### config.mk
export PLATFORM = sky130hd
export DESIGN_NAME = regfile_wb_ctrl_flat
export DESIGN_NICKNAME = d
export VERILOG_FILES = /design/src/rtl/regfile_wb_ctrl_pkg.sv /design/src/rtl/regfile_wb_ctrl_if.sv /design/src/rtl/regfile_wb_ctrl_wb_arbiter.sv /design/src/rtl/regfile_wb_ctrl.sv /design/src/flat_wrapper.sv
export SDC_FILE = /design/constraint.sdc
export NUM_CORES = 1
export LEC_CHECK = 0
export ABC_AREA = 1
export BUFFER_PORTS_ARGS = -buffer_cell sky130_fd_sc_hd__buf_2
export CORE_UTILIZATION = 50
export DETAILED_ROUTE_END_ITERATION = 8
export GPL_TIMING_DRIVEN = 0
export PLACE_DENSITY = 0.81
export SLEW_MARGIN = 20
export SYNTH_ARGS = -nofsm -noshare
export SYNTH_HDL_FRONTEND = slang
export SYNTH_SLANG_ARGS = --single-unit
### constraint.sdc
create_clock -name clk_i -period 3.01 [get_ports clk_i]
set_clock_uncertainty 0.15 [all_clocks]
set_input_delay 0.301 -clock clk_i [delete_from_list [all_inputs] [get_ports clk_i]]
set_output_delay 0.301 -clock clk_i [all_outputs]
set_load 0.02 [all_outputs]
### src/rtl/regfile_wb_ctrl_pkg.sv
// Shared types and sizes for the register-file writeback controller.
package regfile_wb_ctrl_pkg;

  localparam int unsigned XLEN    = 32;
  localparam int unsigned REG_CNT = 32;
  localparam int unsigned REG_AW  = 5;

  typedef struct packed {
    logic              en;
    logic [REG_AW-1:0] addr;
    logic [XLEN-1:0]   data;
  } wr_port_t;

endpackage

### src/rtl/regfile_wb_ctrl_if.sv
// Issue, writeback-request and register-file port bundle for regfile_wb_ctrl.
interface regfile_wb_ctrl_if;
  import regfile_wb_ctrl_pkg::*;

  logic                issue_valid;
  logic                issue_long;
  logic [REG_AW-1:0]   issue_rd;
  logic [REG_AW-1:0]   issue_rs1;
  logic [REG_AW-1:0]   issue_rs2;
  logic                issue_stall;

  logic                a_valid;
  logic [REG_AW-1:0]   a_rd;
  logic [XLEN-1:0]     a_data;
  logic                a_ready;

  logic                b_valid;
  logic [REG_AW-1:0]   b_rd;
  logic [XLEN-1:0]     b_data;
  logic                b_ready;

  logic                reg_wr;
  logic [REG_AW-1:0]   rd_addr;
  logic [XLEN-1:0]     rd_data;
  logic [REG_CNT-1:0]  busy;

  modport master (
    output issue_valid, issue_long, issue_rd, issue_rs1, issue_rs2,
    output a_valid, a_rd, a_data, b_valid, b_rd, b_data,
    input  issue_stall, a_ready, b_ready, reg_wr, rd_addr, rd_data, busy
  );

  modport slave (
    input  issue_valid, issue_long, issue_rd, issue_rs1, issue_rs2,
    input  a_valid, a_rd, a_data, b_valid, b_rd, b_data,
    output issue_stall, a_ready, b_ready, reg_wr, rd_addr, rd_data, busy
  );

endinterface

### src/rtl/regfile_wb_ctrl_wb_arbiter.sv
// Write-port arbiter: pipeline (A) first, long unit (B) promoted after MaxWait refusals.
module regfile_wb_ctrl_wb_arbiter #(
  parameter int unsigned MaxWait = 4
) (
  input  logic clk_i,
  input  logic rst_i,
  input  logic a_valid_i,
  input  logic b_valid_i,
  output logic a_ready_o,
  output logic b_ready_o
);

  localparam logic [3:0] WaitMax = 4'(MaxWait);

  logic [3:0] wait_cnt_q, wait_cnt_d;
  logic       b_prio;

  always_comb begin
    b_prio    = b_valid_i && (wait_cnt_q == WaitMax);
    a_ready_o = a_valid_i && !b_prio;
    b_ready_o = b_valid_i && (!a_valid_i || b_prio);

    wait_cnt_d = wait_cnt_q;
    if (!b_valid_i || b_ready_o) begin
      wait_cnt_d = 4'd0;
    end else if (wait_cnt_q != WaitMax) begin
      wait_cnt_d = wait_cnt_q + 4'd1;
    end
  end

  always_ff @(posedge clk_i or posedge rst_i) begin
    if (rst_i) begin
      wait_cnt_q <= 4'd0;
    end else begin
      wait_cnt_q <= wait_cnt_d;
    end
  end

endmodule

### src/rtl/regfile_wb_ctrl.sv
// Register-file write-port owner: arbitrates A/B writebacks, tracks registers owed by B,
// and stalls issue on RAW/WAW hazards against them.
module regfile_wb_ctrl
  import regfile_wb_ctrl_pkg::*;
#(
  parameter int unsigned MaxWait = 4
) (
  input  logic               clk_i,
  input  logic               rst_i,
  regfile_wb_ctrl_if.slave   bus_io
);

  logic [REG_CNT-1:0] busy_q, busy_d, set_mask, clr_mask;
  wr_port_t           wr_q, wr_d;
  logic               a_ready, b_ready, accept;

  regfile_wb_ctrl_wb_arbiter #(
    .MaxWait (MaxWait)
  ) u_arbiter (
    .clk_i     (clk_i),
    .rst_i     (rst_i),
    .a_valid_i (bus_io.a_valid),
    .b_valid_i (bus_io.b_valid),
    .a_ready_o (a_ready),
    .b_ready_o (b_ready)
  );

  always_comb begin
    bus_io.issue_stall = bus_io.issue_valid &&
                         (busy_q[bus_io.issue_rs1] || busy_q[bus_io.issue_rs2] ||
                          busy_q[bus_io.issue_rd]);
    accept = bus_io.issue_valid && !bus_io.issue_stall;

    set_mask = '0;
    clr_mask = '0;
    if (accept && bus_io.issue_long && (bus_io.issue_rd != '0)) begin
      set_mask[bus_io.issue_rd] = 1'b1;
    end
    if (b_ready) begin
      clr_mask[bus_io.b_rd] = 1'b1;
    end
    // Set applied after clear so a forced same-register collision leaves it busy.
    busy_d    = (busy_q & ~clr_mask) | set_mask;
    busy_d[0] = 1'b0;
  end

  always_comb begin
    wr_d    = wr_q;
    wr_d.en = 1'b0;
    if (a_ready && (bus_io.a_rd != '0)) begin
      wr_d = '{en: 1'b1, addr: bus_io.a_rd, data: bus_io.a_data};
    end else if (b_ready && (bus_io.b_rd != '0)) begin
      wr_d = '{en: 1'b1, addr: bus_io.b_rd, data: bus_io.b_data};
    end
  end

  always_ff @(posedge clk_i or posedge rst_i) begin
    if (rst_i) begin
      busy_q <= '0;
      wr_q   <= '0;
    end else begin
      busy_q <= busy_d;
      wr_q   <= wr_d;
    end
  end

  assign bus_io.a_ready = a_ready;
  assign bus_io.b_ready = b_ready;
  assign bus_io.reg_wr  = wr_q.en;
  assign bus_io.rd_addr = wr_q.addr;
  assign bus_io.rd_data = wr_q.data;
  assign bus_io.busy    = busy_q;

  // A long-unit writeback must target a register it actually owes.
  b_owes_rd: assert property (@(posedge clk_i) disable iff (rst_i)
    bus_io.b_valid |-> busy_q[bus_io.b_rd]);

endmodule

### src/flat_wrapper.sv
// flat-port wrapper written by rule: the top's interface ports become plain ports
module regfile_wb_ctrl_flat import regfile_wb_ctrl_pkg::*;
#(
  parameter int unsigned MaxWait = 4
)
  (clk_i, rst_i, bus_io_issue_valid, bus_io_issue_long, bus_io_issue_rd, bus_io_issue_rs1, bus_io_issue_rs2, bus_io_a_valid, bus_io_a_rd, bus_io_a_data, bus_io_b_valid, bus_io_b_rd, bus_io_b_data, bus_io_issue_stall, bus_io_a_ready, bus_io_b_ready, bus_io_reg_wr, bus_io_rd_addr, bus_io_rd_data, bus_io_busy);
  regfile_wb_ctrl_if bus_io_i ();
  input  logic clk_i;
  input  logic rst_i;
  input wire logic [$bits(bus_io_i.issue_valid)-1:0] bus_io_issue_valid;
  input wire logic [$bits(bus_io_i.issue_long)-1:0] bus_io_issue_long;
  input wire logic [$bits(bus_io_i.issue_rd)-1:0] bus_io_issue_rd;
  input wire logic [$bits(bus_io_i.issue_rs1)-1:0] bus_io_issue_rs1;
  input wire logic [$bits(bus_io_i.issue_rs2)-1:0] bus_io_issue_rs2;
  input wire logic [$bits(bus_io_i.a_valid)-1:0] bus_io_a_valid;
  input wire logic [$bits(bus_io_i.a_rd)-1:0] bus_io_a_rd;
  input wire logic [$bits(bus_io_i.a_data)-1:0] bus_io_a_data;
  input wire logic [$bits(bus_io_i.b_valid)-1:0] bus_io_b_valid;
  input wire logic [$bits(bus_io_i.b_rd)-1:0] bus_io_b_rd;
  input wire logic [$bits(bus_io_i.b_data)-1:0] bus_io_b_data;
  output wire logic [$bits(bus_io_i.issue_stall)-1:0] bus_io_issue_stall;
  output wire logic [$bits(bus_io_i.a_ready)-1:0] bus_io_a_ready;
  output wire logic [$bits(bus_io_i.b_ready)-1:0] bus_io_b_ready;
  output wire logic [$bits(bus_io_i.reg_wr)-1:0] bus_io_reg_wr;
  output wire logic [$bits(bus_io_i.rd_addr)-1:0] bus_io_rd_addr;
  output wire logic [$bits(bus_io_i.rd_data)-1:0] bus_io_rd_data;
  output wire logic [$bits(bus_io_i.busy)-1:0] bus_io_busy;
  assign bus_io_i.issue_valid = bus_io_issue_valid;
  assign bus_io_i.issue_long = bus_io_issue_long;
  assign bus_io_i.issue_rd = bus_io_issue_rd;
  assign bus_io_i.issue_rs1 = bus_io_issue_rs1;
  assign bus_io_i.issue_rs2 = bus_io_issue_rs2;
  assign bus_io_i.a_valid = bus_io_a_valid;
  assign bus_io_i.a_rd = bus_io_a_rd;
  assign bus_io_i.a_data = bus_io_a_data;
  assign bus_io_i.b_valid = bus_io_b_valid;
  assign bus_io_i.b_rd = bus_io_b_rd;
  assign bus_io_i.b_data = bus_io_b_data;
  assign bus_io_issue_stall = bus_io_i.issue_stall;
  assign bus_io_a_ready = bus_io_i.a_ready;
  assign bus_io_b_ready = bus_io_i.b_ready;
  assign bus_io_reg_wr = bus_io_i.reg_wr;
  assign bus_io_rd_addr = bus_io_i.rd_addr;
  assign bus_io_rd_data = bus_io_i.rd_data;
  assign bus_io_busy = bus_io_i.busy;
  regfile_wb_ctrl #(.MaxWait(MaxWait)) u_core (.clk_i(clk_i), .rst_i(rst_i), .bus_io(bus_io_i));
endmodule
; ---- Yosys cells after proc, flatten, opt, wreduce, memory -nomap -nowiden
; Cells that the tools add are included.
[totals]
mem_bits_ro = 0
out_inout_bits = 73
ram_bits = 0
latchBits = 0
mem_count = 0
elab_cells = 57
register_bits = 73
input_bits = 95
[classes]
add_sub_neg = 1
shifts = 0
n_mux = 16
order_cmp = 6
bitwise_logic = 3
reduce_logical = 24
n_eq_ne = 2
n_div = 0
n_mul = 0
[op_table]
columns = cell, n
row1 = 2-to-1 mux 38 bit, 2
row2 = 2-to-1 mux 32 bit, 2
row3 = AND 32 bit, 1
row4 = inverter 32 bit, 1
row5 = bitwise OR 32 bit, 1
row6 = less-than comparator 5 x 6 -> 1 bit (second input constant), 4
row7 = binary-select mux 1 bit (select 5 bit), 3
row8 = nonzero test 5 bit, 3
row9 = logical AND 1 bit, 11
row10 = demux 1 bit (select 5 bit), 2
row11 = >= comparator 5 x 1 -> 1 bit (second input constant), 2
row12 = 2-to-1 mux 4 bit, 2
row13 = 2-to-1 mux 1 bit, 5
row14 = adder 4 x 1 -> 4 bit (second input constant), 1
row15 = == test 4 x 3 -> 1 bit (second input constant), 1
row16 = logical NOT 1 bit, 4
row17 = logical OR 1 bit, 4
row18 = inequality test 4 x 3 -> 1 bit (second input constant), 1
row19 = nonzero test 2 bit, 2

; ---- Longest topological paths before layout
; Gate-level depths: netlist (run 1).
[logic_depth]
depth_word = 11
depth_mapped = 14

; ---- Cells and area by module
; From an unflattened synthesis (run 1), not the netlist that was laid out.
[hier_totals]
cells_unflattened = 677
hier_area_um2 = 4658.2
[modules_own_cells]
columns = mod, area_each_um2, n_inst, cells_each, seq_area_each_um2
row1 = regfile_wb_ctrl, 4435.5, 1, 652, 1726.7
row2 = regfile_wb_ctrl_wb_arbiter, 222.7, 1, 25, 100.1

; ---- Worst setup path before layout (run 1)
; Ideal clock, no wire load.
[synth_path]
kind = in2out
start = input port bus_io_issue_rs1[0]
end = output port bus_io_issue_stall
path_slack_ns = 1.027
t_arrival_ns = 1.532
path_buffers = 2
stages = 12
t_required_ns = 2.559
path_cell_list = buf_2 clkinv_2 buf_2 nand2_1 nand3_1 nand3_1 nand3_1 nand2_1 nand2_1 nand2_1 nor2_4 a21boi_1
[synth_via]
elab_chain_len = 5
[synth_rtl]
columns = item, line_no
row1 = "start, declared", flat_wrapper.sv:13  ; input wire logic [$bits(bus_io_i.issue_rs1)-1:0] bus_io_issue_rs1;
row2 = binary-select mux 1 bit (select 5 bit), regfile_wb_ctrl.sv:30  ; (busy_q[bus_io.issue_rs1] || busy_q[bus_io.issue_rs2] ||
row3 = 2-to-1 mux 1 bit (implied by the code), regfile_wb_ctrl.sv:30
row4 = logical OR 1 bit (2 in a row), regfile_wb_ctrl.sv:30
row5 = logical AND 1 bit, regfile_wb_ctrl.sv:29  ; bus_io.issue_stall = bus_io.issue_valid &&
row6 = "end, declared", flat_wrapper.sv:21  ; output wire logic [$bits(bus_io_i.issue_stall)-1:0] bus_io_issue_stall;
; Every way passes these cells. The select of a mux whose other input is x is not followed.

; ---- Final worst setup path (run 1)
[layout_path]
start = register u_core.u_arbiter.wait_cnt_q[0]
end = register u_core.busy_q[14], in the netlist u_core.bus_io.busy[14]
[layout_via]
elab_chain_len = 8
[layout_rtl]
columns = item, line_no
row1 = "start, declared", regfile_wb_ctrl_wb_arbiter.sv:15  ; logic [3:0] wait_cnt_q, wait_cnt_d;
row2 = "start signal, assigned", regfile_wb_ctrl_wb_arbiter.sv:35  ; wait_cnt_q <= wait_cnt_d;
row3 = == test 4 x 3 -> 1 bit, regfile_wb_ctrl_wb_arbiter.sv:19  ; b_prio = b_valid_i && (wait_cnt_q == WaitMax);
row4 = logical AND 1 bit, regfile_wb_ctrl_wb_arbiter.sv:19
row5 = logical OR 1 bit, regfile_wb_ctrl_wb_arbiter.sv:21  ; b_ready_o = b_valid_i && (!a_valid_i || b_prio);
row6 = logical AND 1 bit, regfile_wb_ctrl_wb_arbiter.sv:21
row7 = 2-to-1 mux 32 bit, regfile_wb_ctrl.sv:39  ; if (b_ready) begin
row8 = inverter 32 bit, regfile_wb_ctrl.sv:43  ; busy_d = (busy_q & ~clr_mask) | set_mask;
row9 = AND 32 bit, regfile_wb_ctrl.sv:43
row10 = bitwise OR 32 bit, regfile_wb_ctrl.sv:43
row11 = net u_core.busy_d[14], regfile_wb_ctrl.sv:13  ; logic [REG_CNT-1:0] busy_q, busy_d, set_mask, clr_mask;
row12 = "end signal, assigned", regfile_wb_ctrl.sv:62  ; busy_q <= busy_d;
row13 = "end, declared", regfile_wb_ctrl.sv:13
; The timed path passes the listed nets, and every way through them passes these cells.
; A chain may end at the register's enable or synchronous reset.

==> metrics.md, run 1 <==
| Metric | Value |
|---|---|
| Top-area cell type share of the netlist area | `0.4025` |
| Footprint of the multi-input gates | `0.002245 mm2` |
| Final setup viols | `0` |
| Die Ht | `97.27 um` |
| Peak supply drop | `0.3130 mV` |
| # Post-CTS Setup Buffers | `0` |
| Sequential share of the synthesized area | `0.4025` |
| FF+latch area | `0.001827 mm2` |
| # rows | `34` |
| Fin nets | `941` |
| Cell family with most CP delay | `simple AND/OR/NAND/NOR gates` |
| Drt pass-1 iters | `8` |
| Ys async rst share | `1.000` |
| Yosys synthesis warning count | `0` |
| CP max stage delay | `0.42 ns` |
| Worst setup EP type | `flip-flop` |
| First-pass GRT wire length | `24.32 mm` |
| Initial antenna violation count | `0` |
| Vias in the first global route | `4,932` |
| DR WL/cell | `15.86 um` |
| RR Endpoint | `u_core.bus_io.busy[14]$_DFF_PP0_` |
| Max-slew violations | `0` |
| Critical path's slowest cell | `dfrtp_1` |
| DR iter-0 viols | `590` |
| Tightest Pin Transition | `0.5156 ns` |
| Initial Utilization | `0.5178` |
| Post-layout util | `0.6519` |
| Total global routing overflow | `0` |
| Final period util | `0.7998` |
| Sink Count | `73` |
| Reg2reg setup slack | `0.60 ns` |
| Top cell by count, worst path | `nand2_1` |
| Unrepaired setup endpoints after global routing | `no` |
| Sum of buffers and inverters on the critical path | `3` |
| Share of cells above drive strength 1 | `0.2662` |
| Antenna-violating nets left | `0` |
| Primary FF master, synth | `dfrtp_1` |
| Max-cap viol count | `0` |
| Pin count of the biggest net entering global routing | `53` |
| Leakage | `0.003192 uW` |
| Synthesized Nets | `765` |
| Max FO, Critical Path | `9` |
| Crit path kind | `reg2reg` |
| Mapped Cells | `668` |
| CP Data Required Time | `3.09 ns` |
| Post-synth EDFFs | `0` |
| TritonCTS Buffers | `9` |
| Synth area leaders | `dfrtp_1, nand2_1, nand3_1` |
| Max_slew headroom | `0.6563` |
| FMAX | `0.4154 GHz` |
| WHS Endpoint | `u_core.bus_io.rd_data[9]$_DFFE_PP0P_` |
| Crit path launch type | `flip-flop` |
| Worst hold path type | `in2reg` |
| Root buffer cell | `clkbuf_8` |
| Crit path cell chain | `inv_1 > ha_1 > nand3_1 > o21ai_1 > nand2_2 > inv_2 > nand2_1 > or2_1 > buf_1 > o21ai_0 > nand2_1` |
| Area Overhead vs Synth | `25.89%` |
| Total GRT Usage | `0.3215` |
| Setup TNS | `0 ns` |
| DP HPWL | `11.51 mm` |
| Final worst path period need | `2.407 ns` |
| Clock transition at path regs | `0.09 ns` |
| I/O pin total | `168` |
| Fillers | `799` |
| Status | `completed` |
| Synthesized flop and latch total | `73` |
| Yosys top cell by area | `dfrtp_1` |
| Mapped Area | `0.004538 mm2` |
| H-tree levels | `3` |
| Worst r2r src | `u_core.u_arbiter.wait_cnt_q[0]$_DFFE_PP0P_` |
| Reg2Reg Depth | `11` |
| CTS Hold Bufs | `2` |
| Port bufs | `162` |
| WHS Path Cells | `3` |
| GPL Wtd Cong | `0.9619` |
| Power Density | `498.1 mW/mm2` |
| N_diodes | `0` |
| Syn_area_per_cell | `6.794 um2` |
| CTS tree | `yes` |
| Resized cells post-CTS | `0` |
| Worst-Skew Late Latency | `0.35 ns` |
| Drt total wl | `15.18 mm` |
| Vias/cell | `5.492` |
| HP Start | `bus_io_b_data[9]` |
| Die ar. | `0.009461 mm2` |
| DR vias | `5,256` |
| DRC Markers | `0` |
| Worst EP arrival | `2.48 ns` |
| Distinct cells, synth | `32` |
| Fin. Hold Viols | `0` |
| CORE AREA | `0.008763 mm2` |
| Worst-case clock buffer depth | `2` |
| Die width | `97.27 um` |
## cells in the mapped netlist (2+ instances only)
cell type,count
nand2_4,2
o21ai_1,5
nand4_1,31
nor3_1,9
inv_1,63
o211ai_1,7
nand2_1,226
buf_4,5
ha_1,2
nor2_1,50
nand2_2,3
inv_2,8
nor2_2,3
buf_1,2
dfrtp_1,73
buf_2,17
a21oi_1,12
nand3_1,100
buf_6,4
clkinv_2,2
or2_1,2
nor2_4,2
o21ai_0,23
clkbuf_1,3
o31ai_1,7
## power breakdown
group | internal, uW | switching, uW | total, uW
Clock | 327 | 393 | 720
Combinational | 305 | 609 | 914
Sequential | 1100 | 109 | 1210
Total | 1730 | 1110 | 2850
## cell usage in the layout (no fill, tap or decap), types with 4 or more instances in the layout
master	n
nand3_1	100
clkbuf_1	4
nor2_1	50
nand4_1	31
inv_1	62
o211ai_1	7
nand2_1	226
o21ai_1	5
o31ai_1	7
nor3_1	9
buf_2	179
inv_2	8
buf_6	4
clkbuf_8	10
o21ai_0	23
dfrtp_1	73
buf_4	5
a21oi_1	12
## through the flow
| stage | instances | power (uW) | setup slack, ns | cell area, um2 | hold slack, ns |
|---|---|---|---|---|---|
| finish | 957 | 2845 | 0.6026 | 5713 | 0.005413 |
| global route | 957 | 2987 | 0.4042 | 5713 | 0.001959 |
| CTS | 957 | 2836 | 0.6298 | 5713 | 0.0002931 |
| detailed placement | 939 | 2126 | 0.6629 | 5514 | 0.1413 |
| global placement | 938 | 2102 | -0.1596 | 5484 | 0.3117 |
| floorplan | 668 | 1770 | 0.7057 | 4538 | 0.2839 |
## routing by layer
| metal | vias up | part of all wire | routed length [um] | global-route usage |
|---|---|---|---|---|
| met4 | 0 | 0.027 | 414 | 0.1210 |
| met2 | 274 | 0.46 | 7024 | 0.5049 |
| met1 | 2426 | 0.42 | 6422 | 0.4424 |
| met5 | - | 0 | 0 | 0 |
| met3 | 34 | 0.087 | 1317 | 0.06187 |
| li1 | 2522 | - | - | - |
## layout make-up
| type | instances | area share |
|---|---|---|
| tap | 108 | 0.02365 |
| timing repair buffer | 165 | 0.1502 |
| clock buffer | 11 | 0.02475 |
| buffer | 31 | 0.03263 |
| clock inverter | 5 | 0.006570 |
| inverter | 74 | 0.04950 |
| multi-input combinational | 490 | 0.3929 |
| sequential | 73 | 0.3198 |
## worst reg2reg max path: stages (launching register included)
cell	delay, ns
dfrtp_1	0.42
inv_1	0.08
ha_1	0.17
nand3_1	0.09
o21ai_1	0.19
nand2_2	0.20
inv_2	0.15
nand2_1	0.07
or2_1	0.20
buf_1	0.26
o21ai_0	0.24
nand2_1	0.08
## flip-flops by register name, summed over array words and instances, names as in the netlist
register	flops
u_core.bus_io.reg_wr	1
u_core.u_arbiter.wait_cnt_q	4
u_core.bus_io.rd_addr	5
u_core.bus_io.busy	31
u_core.bus_io.rd_data	32
## cells by family (layout without fill, tap and decap cells)
kind of cell | count (synthesis) | in the layout | synth area share
buf+inv | 105 | 286 | 0.1028
fa+ha+maj | 2 | 2 | 0.005513
simple gates | 428 | 428 | 0.4122
compound gates | 57 | 57 | 0.07224
xor+xnor | 2 | 2 | 0.003861
other cells | 1 | 1 | 0.0008263
flops | 73 | 73 | 0.4025
## worst max-delay path by stage
stage	slack, ns	depth (start not counted)	start	end
after floorplan	0.71	1	rst_i	u_core.bus_io.busy[10]$_DFF_PP0_
after global placement	-0.16	2	rst_i	u_core.bus_io.busy[3]$_DFF_PP0_
after detailed placement	0.66	11	u_core.u_arbiter.wait_cnt_q[0]$_DFFE_PP0P_	u_core.bus_io.busy[10]$_DFF_PP0_
after CTS	0.63	11	u_core.u_arbiter.wait_cnt_q[0]$_DFFE_PP0P_	u_core.bus_io.busy[10]$_DFF_PP0_
after global routing	0.40	11	u_core.u_arbiter.wait_cnt_q[0]$_DFFE_PP0P_	u_core.bus_io.busy[6]$_DFF_PP0_
final	0.60	11	u_core.u_arbiter.wait_cnt_q[0]$_DFFE_PP0P_	u_core.bus_io.busy[14]$_DFF_PP0_
Note: power is estimated with default switching activity, not from simulation.
==> run 2: changes to the inputs <==
--- a/config.mk
+++ b/config.mk
@@ -7,10 +7,10 @@
 export LEC_CHECK = 0
 export ABC_AREA = 1
 export BUFFER_PORTS_ARGS = -buffer_cell sky130_fd_sc_hd__buf_2
-export CORE_UTILIZATION = 50
+export CORE_UTILIZATION = 45
 export DETAILED_ROUTE_END_ITERATION = 8
 export GPL_TIMING_DRIVEN = 0
-export PLACE_DENSITY = 0.81
+export PLACE_DENSITY = 0.77
 export SLEW_MARGIN = 20
 export SYNTH_ARGS = -nofsm -noshare
 export SYNTH_HDL_FRONTEND = slang
==> constraint.sdc (replaced) <==
create_clock -name clk_i -period 2.2 [get_ports clk_i]
set_clock_uncertainty 0.15 [all_clocks]
set_input_delay 0.22 -clock clk_i [delete_from_list [all_inputs] [get_ports clk_i]]
set_output_delay 0.22 -clock clk_i [all_outputs]
set_load 0.02 [all_outputs]
==> run 2 against run 1 <==
The flow now finishes with violations (DRC). Non-clock buffer count increased by 81. Design area increased by 16%. Via count increased by 13%. Hold slack improved by 0.025 ns. First-iteration DRC count decreased by 2.4%. Sequential share of layout area decreased by 4.4 points. Routed wire length increased by 19%. Core utilization increased by 2.8 points. Register-to-register slack got worse by 0.49 ns. Critical endpoint is now bus_io_issue_stall.
==> metrics.md, run 2 (same netlist as run 1, synthesis figures left out) <==
| Metric | Value |
|---|---|
| Min Hold Slack | `0.03004 ns` |
| Worst hold path type | `in2reg` |
| Port bufs | `162` |
| Reg2reg setup slack | `0.11 ns` |
| Crit path to | `bus_io_issue_stall` |
| Total global routing overflow | `0` |
| DR WL/cell | `17.01 um` |
| CP Data Required Time | `1.83 ns` |
| Sequential share of power | `0.383` |
| Internal power | `2743 uW` |
| Peak supply drop | `0.3955 mV` |
| Max FFs per register | `32` |
| Fin cells | `1,064` |
| Antenna-violating nets left | `0` |
| Fin nets | `1,022` |
| Drt total wl | `18.10 mm` |
| Final worst path period need | `2.124 ns` |
| Initial antenna violation count | `1` |
| Root buffer cell | `clkbuf_8` |
| # rows | `36` |
| Clock transition at path regs | `0.08 ns` |
| Worst-case clock buffer depth | `2` |
| Area Overhead vs Synth | `46.37%` |
| Post-layout util | `0.6796` |
| Critical path's slowest cell | `dfrtp_1` |
| Max-cap viol count | `0` |
| Sw Share | `0.3723` |
| Worst EP arrival | `1.75 ns` |
| RR Endpoint | `u_core.bus_io.rd_data[22]$_DFFE_PP0P_` |
| Commonest non-fill, non-tap cell in the layout | `nand2_1` |
| CTS tree | `yes` |
| Placed insts | `965` |
| Clock share of power | `0.282` |
| H-tree levels | `3` |
| CORE AREA | `0.009774 mm2` |
| Power Density | `657.8 mW/mm2` |
| Crit path cell chain | `inv_1 > nand2_1 > nand3_1 > nand3_1 > nand3_1 > nand2_1 > nand2_1 > nand2_2 > nor2_4 > a21boi_2 > buf_6` |
| GPL Wtd Cong | `0.9418` |
| Failing checks | `DRC` |
| Worst setup EP type | `output port` |
| Pwr Total | `4369 uW` |
| Vias/cell | `5.562` |
| Fillers | `821` |
| Setup TNS | `0 ns` |
| I/O pin total | `168` |
| DR iter-0 viols | `576` |
| Die width | `102.4 um` |
| Max FO, Critical Path | `3` |
| DP HPWL | `11.32 mm` |
| Reg2Reg Depth | `12` |
| Gate power share | `0.335` |
| DRC Markers | `1` |
| TritonCTS Buffers | `9` |
| Die ar. | `0.01049 mm2` |
| Initial Utilization | `0.4643` |
| Worst Setup SP | `u_core.bus_io.busy[7]$_DFF_PP0_` |
| Fin. Hold Viols | `0` |
| Vias in the first global route | `5,969` |
| Worst r2r src | `u_core.u_arbiter.wait_cnt_q[0]$_DFFE_PP0P_` |
| Leakage | `0.003588 uW` |
| DR vias | `5,918` |
| Most frequent cells in the layout | `nand2_1, buf_2, nand3_1, dlygate4sd3_1, dfrtp_1` |
| FMAX | `0.4709 GHz` |
| Share of cells above drive strength 1 | `0.2978` |
| Final period util | `0.9653` |
| Drt pass-1 iters | `7` |
| Sink Count | `73` |
| Crit path kind | `reg2out` |
| Crit path launch type | `flip-flop` |
| Status | `finished, violations left` |
| Max-slew violations | `0` |
| CP max stage delay | `0.41 ns` |
| Die Ht | `102.4 um` |
| First-pass GRT wire length | `28.61 mm` |
| Final setup viols | `0` |
| Worst-Skew Late Latency | `0.37 ns` |
| Pin count of the biggest net entering global routing | `33` |
| NetSw | `1627 uW` |
| Total GRT Usage | `0.3590` |
## run 2: cell types whose count changed in the layout (fill, tap and decap cells not counted), sizes merged
| cell | before | now |
|---|---|---|
| clkinv | 4 | 5 |
| clkbuf | 14 | 13 |
| bufinv | 0 | 2 |
| inv | 73 | 71 |
| buf | 191 | 206 |
| diode | 0 | 1 |
| dlygate4sd3 | 2 | 68 |
## run 2: worst min path at each step
stage,depth (start not counted),to,startpoint
after floorplan,2,u_core.bus_io.rd_data[30]$_DFFE_PP0P_,bus_io_a_data[30]
after CTS,3,u_core.bus_io.rd_addr[1]$_DFFE_PP0P_,bus_io_a_rd[1]
after global placement,3,u_core.bus_io.rd_data[10]$_DFFE_PP0P_,bus_io_a_data[10]
after global routing,3,u_core.bus_io.rd_addr[1]$_DFFE_PP0P_,bus_io_a_rd[1]
final,3,u_core.bus_io.rd_addr[1]$_DFFE_PP0P_,bus_io_a_rd[1]
after detailed placement,2,u_core.bus_io.rd_data[0]$_DFFE_PP0P_,rst_i
## run 2: critical path, delay by kind of cell, from the launching register on
kind            cells  cell delay, ns
simple gates        8            0.65
flops               1            0.41
buf+inv             2            0.24
compound gates      1            0.09
## run 2: cell type report
cell class	count	area, um2	share of cell area
sequential	73	1833	0.2759
clock buffer	10	137.6	0.02072
clock inverter	6	90.09	0.01356
multi-input combinational	490	2281	0.3434
timing repair buffer	248	1658	0.2496
buffer	29	190.2	0.02863
inverter	74	284.0	0.04276
tap	133	166.4	0.02505
antenna	1	2.502	0.0003767
## run 2: power groups by stage
stage | clock network (uW) | registers [uW] | logic, uW
CTS | 1230 | 1650 | 1340
floorplan | 0 | 1850 | 570
global route | 1280 | 1690 | 1590
finish | 1230 | 1670 | 1460
detailed placement | 0 | 1670 | 1230
global placement | 0 | 1680 | 1200
## run 2: timing repair
item                                    CTS  global route
resized for setup                         7            34
hold buffers                             68             0
pin swaps                                 3             5
endpoints found under the setup margin   42            59
endpoints found under the hold margin    53             0
buffers inserted                          4            12
## run 2: metal layers
layer | share of wire | routed length [um] | global-route usage | vias to the layer above
met5 | 0 | 0 | 0 | -
met4 | 0.044 | 797 | 0.2000 | 0
met3 | 0.10 | 1833 | 0.09029 | 85
met2 | 0.48 | 8671 | 0.5903 | 419
met1 | 0.38 | 6797 | 0.4296 | 2734
li1 | - | - | - | 2680
## run 2: stage by stage
stage	worst slack, ns	cell area [um2]
final	0.07636	6643
after detailed placement	-0.08192	5559
after global placement	-0.03746	5519
after CTS	0.01245	6507
after floorplan	0.2287	4542
after global routing	-0.02061	6643
==> run 3: changes to the inputs <==
--- a/config.mk
+++ b/config.mk
@@ -10,7 +10,7 @@
 export CORE_UTILIZATION = 45
 export DETAILED_ROUTE_END_ITERATION = 8
 export GPL_TIMING_DRIVEN = 0
-export PLACE_DENSITY = 0.77
+export PLACE_DENSITY = 0.86
 export SLEW_MARGIN = 20
 export SYNTH_ARGS = -nofsm -noshare
 export SYNTH_HDL_FRONTEND = slang
==> run 3 against run 2 <==
The flow now finishes without violations. Non-clock buffer count shrank 14. Design area fell by 2.3%. Via count fell by 2.6%. Die area unchanged. Worst setup slack got worse by 0.064 ns. Hold slack worse by 0.027 ns. Power is 6.9% lower. Register-to-register slack hardly changed. Count of clock-buffer cells in the layout grew 3. Flip-flop and latch count is the same. Maximum frequency shrank 2.9%. Critical endpoint unchanged. Largest power group unchanged. Highest routed layer unchanged.
==> metrics.md, run 3 (same netlist as run 1, synthesis figures left out) <==
| Metric | Value |
|---|---|
| Status | `completed` |
| Worst-Skew Late Latency | `0.35 ns` |
| Root buffer cell | `clkbuf_8` |
| Post-route cell area | `0.006491 mm2` |
| Peak supply drop | `0.3896 mV` |
| Leakage | `0.003497 uW` |
| Clock transition at path regs | `0.08 ns` |
| Die ar. | `0.01049 mm2` |
| Clock share of power | `0.243` |
| Drt pass-1 iters | `6` |
| CORE AREA | `0.009774 mm2` |
| Placed cell area | `0.005559 mm2` |
| Final period util | `0.9946` |
| Final setup viols | `0` |
| Setup TNS | `0 ns` |
| CP Data Required Time | `1.83 ns` |
| Fin. Hold Viols | `0` |
| Busiest grt layer | `met2` |
| Setup ws final | `0.01199 ns` |
| CTS tree | `yes` |
| Area Overhead vs Synth | `43.04%` |
| Drt total wl | `17.92 mm` |
| Die Ht | `102.4 um` |
| Worst hold path type | `in2reg` |
| Vias/cell | `5.499` |
| FMAX | `0.4570 GHz` |
| Max FFs per register | `32` |
| Antenna-violating nets left | `0` |
| Min Hold Slack | `0.003061 ns` |
| DRC Markers | `0` |
| Initial Utilization | `0.4643` |
| Crit path kind | `reg2out` |
| Max-cap viol count | `0` |
| GR Layer Usage met2 | `0.5846` |
| DP HPWL | `11.40 mm` |
| Met3 global-route usage | `0.08345` |
| I/O pin total | `168` |
| Crit path launch type | `flip-flop` |
| Pin count of the biggest net entering global routing | `32` |
| Max FO, Critical Path | `5` |
| Fin nets | `1,008` |
| Total global routing overflow | `0` |
| WHS Path Cells | `3` |
| Sink Count | `73` |
| Total GRT Usage | `0.3465` |
| GPL Wtd Cong | `0.9910` |
| # rows | `36` |
| Worst r2r src | `u_core.u_arbiter.wait_cnt_q[0]$_DFFE_PP0P_` |
| TritonCTS Buffers | `9` |
| Share of cells above drive strength 1 | `0.2678` |
| Die width | `102.4 um` |
| First-pass GRT wire length | `27.64 mm` |
| RR Endpoint | `u_core.bus_io.rd_data[28]$_DFFE_PP0P_` |
| DR vias | `5,763` |
| Reg2reg setup slack | `0.11 ns` |
| Worst setup EP type | `output port` |
| Unrepaired setup endpoints after global routing | `yes` |
| Commonest non-fill, non-tap cell in the layout | `nand2_1` |
| Final worst path period need | `2.188 ns` |
| Most frequent cells in the layout | `nand2_1, buf_2, nand3_1, dfrtp_1, dlygate4sd3_1` |
| N_diodes | `0` |
| Pwr Total | `4068 uW` |
| Gate power share | `0.346` |
| Max-slew violations | `0` |
| Worst EP arrival | `1.82 ns` |
| Reg2Reg Depth | `12` |
| Sequential share of power | `0.411` |
| Internal power | `2518 uW` |
| DR iter-0 viols | `567` |
| Met1 Usage GRT | `0.3997` |
| Power Density | `626.7 mW/mm2` |
| Vias in the first global route | `5,668` |
| HP Start | `bus_io_a_rd[3]` |
| Worst-case clock buffer depth | `2` |
| WHS Endpoint | `u_core.bus_io.rd_addr[3]$_DFFE_PP0P_` |
| H-tree levels | `3` |
| Sw Share | `0.3811` |
| Initial antenna violation count | `0` |
| Port bufs | `162` |
| NetSw | `1550 uW` |
| Post-place setup slack | `-0.1252 ns` |
| DR WL/cell | `17.10 um` |
## run 3: cell count changes in the layout (fill, tap and decap cells not counted), moves of 3 or more
cell / before / now
inv_1: 47 / 59
dfrtp_2: 5 / 1
buf_2: 175 / 172
clkbuf_4: 0 / 6
dfrtp_1: 68 / 72
buf_4: 24 / 10
inv_2: 23 / 9
## run 3: timing repair
item	CTS	global route
endpoints found under the setup margin	52	57
gates cloned	0	0
gates resized for setup	0	37
hold buffers	67	0
pin swaps	1	5
setup buffers	1	2
endpoints found under the hold margin	52	0
## run 3: metal layers
layer / vias up / routed length [um]
met5: - / 0
li1: 2651 / -
met3: 84 / 2014
met2: 436 / 8521
met4: 0 / 856
met1: 2592 / 6530
## run 3: worst max-delay path by stage
stage	startpoint	endpoint	slack (ns)
6_report	u_core.bus_io.busy[29]$_DFF_PP0_	bus_io_issue_stall	0.01
5_1_grt	u_core.bus_io.busy[17]$_DFF_PP0_	bus_io_issue_stall	-0.11
4_1_cts	u_core.u_arbiter.wait_cnt_q[0]$_DFFE_PP0P_	u_core.bus_io.busy[21]$_DFF_PP0_	0.01
3_5_place_dp	u_core.u_arbiter.wait_cnt_q[0]$_DFFE_PP0P_	u_core.bus_io.busy[22]$_DFF_PP0_	-0.13
3_3_place_gp	u_core.u_arbiter.wait_cnt_q[0]$_DFFE_PP0P_	u_core.bus_io.busy[26]$_DFF_PP0_	-0.04
2_1_floorplan	u_core.u_arbiter.wait_cnt_q[0]$_DFFE_PP0P_	u_core.bus_io.busy[30]$_DFF_PP0_	0.23
## run 3: power groups by stage
stage | clock network, uW | logic (uW) | registers (uW)
3_3_place_gp | 0 | 1210 | 1670
2_1_floorplan | 0 | 570 | 1850
3_5_place_dp | 0 | 1230 | 1680
4_1_cts | 993 | 1330 | 1650
6_report | 990 | 1410 | 1670
5_1_grt | 1040 | 1530 | 1680
## run 3: per-stage QoR
step / utilization / instances
floorplan: - / 668
global placement: 0.5646 / 963
detailed placement: 0.5687 / 965
CTS: 0.6563 / 1047
global route: 0.6641 / 1048
finish: 0.6641 / 1048
## run 3: area by class of cell
cell class | instances | area [um2]
Sequential cell | 73 | 1828
Inverter | 74 | 289.0
Clock inverter | 2 | 12.51
Timing Repair Buffer | 234 | 1550
Fill cell | 775 | 3283
Tap cell | 133 | 166.4
Clock buffer | 13 | 168.9
Multi-Input combinational cell | 490 | 2273
Buffer | 29 | 202.7
## run 3: worst max-delay path, cell delays in order (launching register included)
cell      delay, ns
dfrtp_1        0.42
inv_1          0.14
nand2_1        0.07
nand3_1        0.08
nand3_1        0.11
nand3_1        0.09
nand2_1        0.05
nand2_1        0.05
nand2_1        0.07
nor2_4         0.18
a21boi_2       0.08
buf_6          0.13
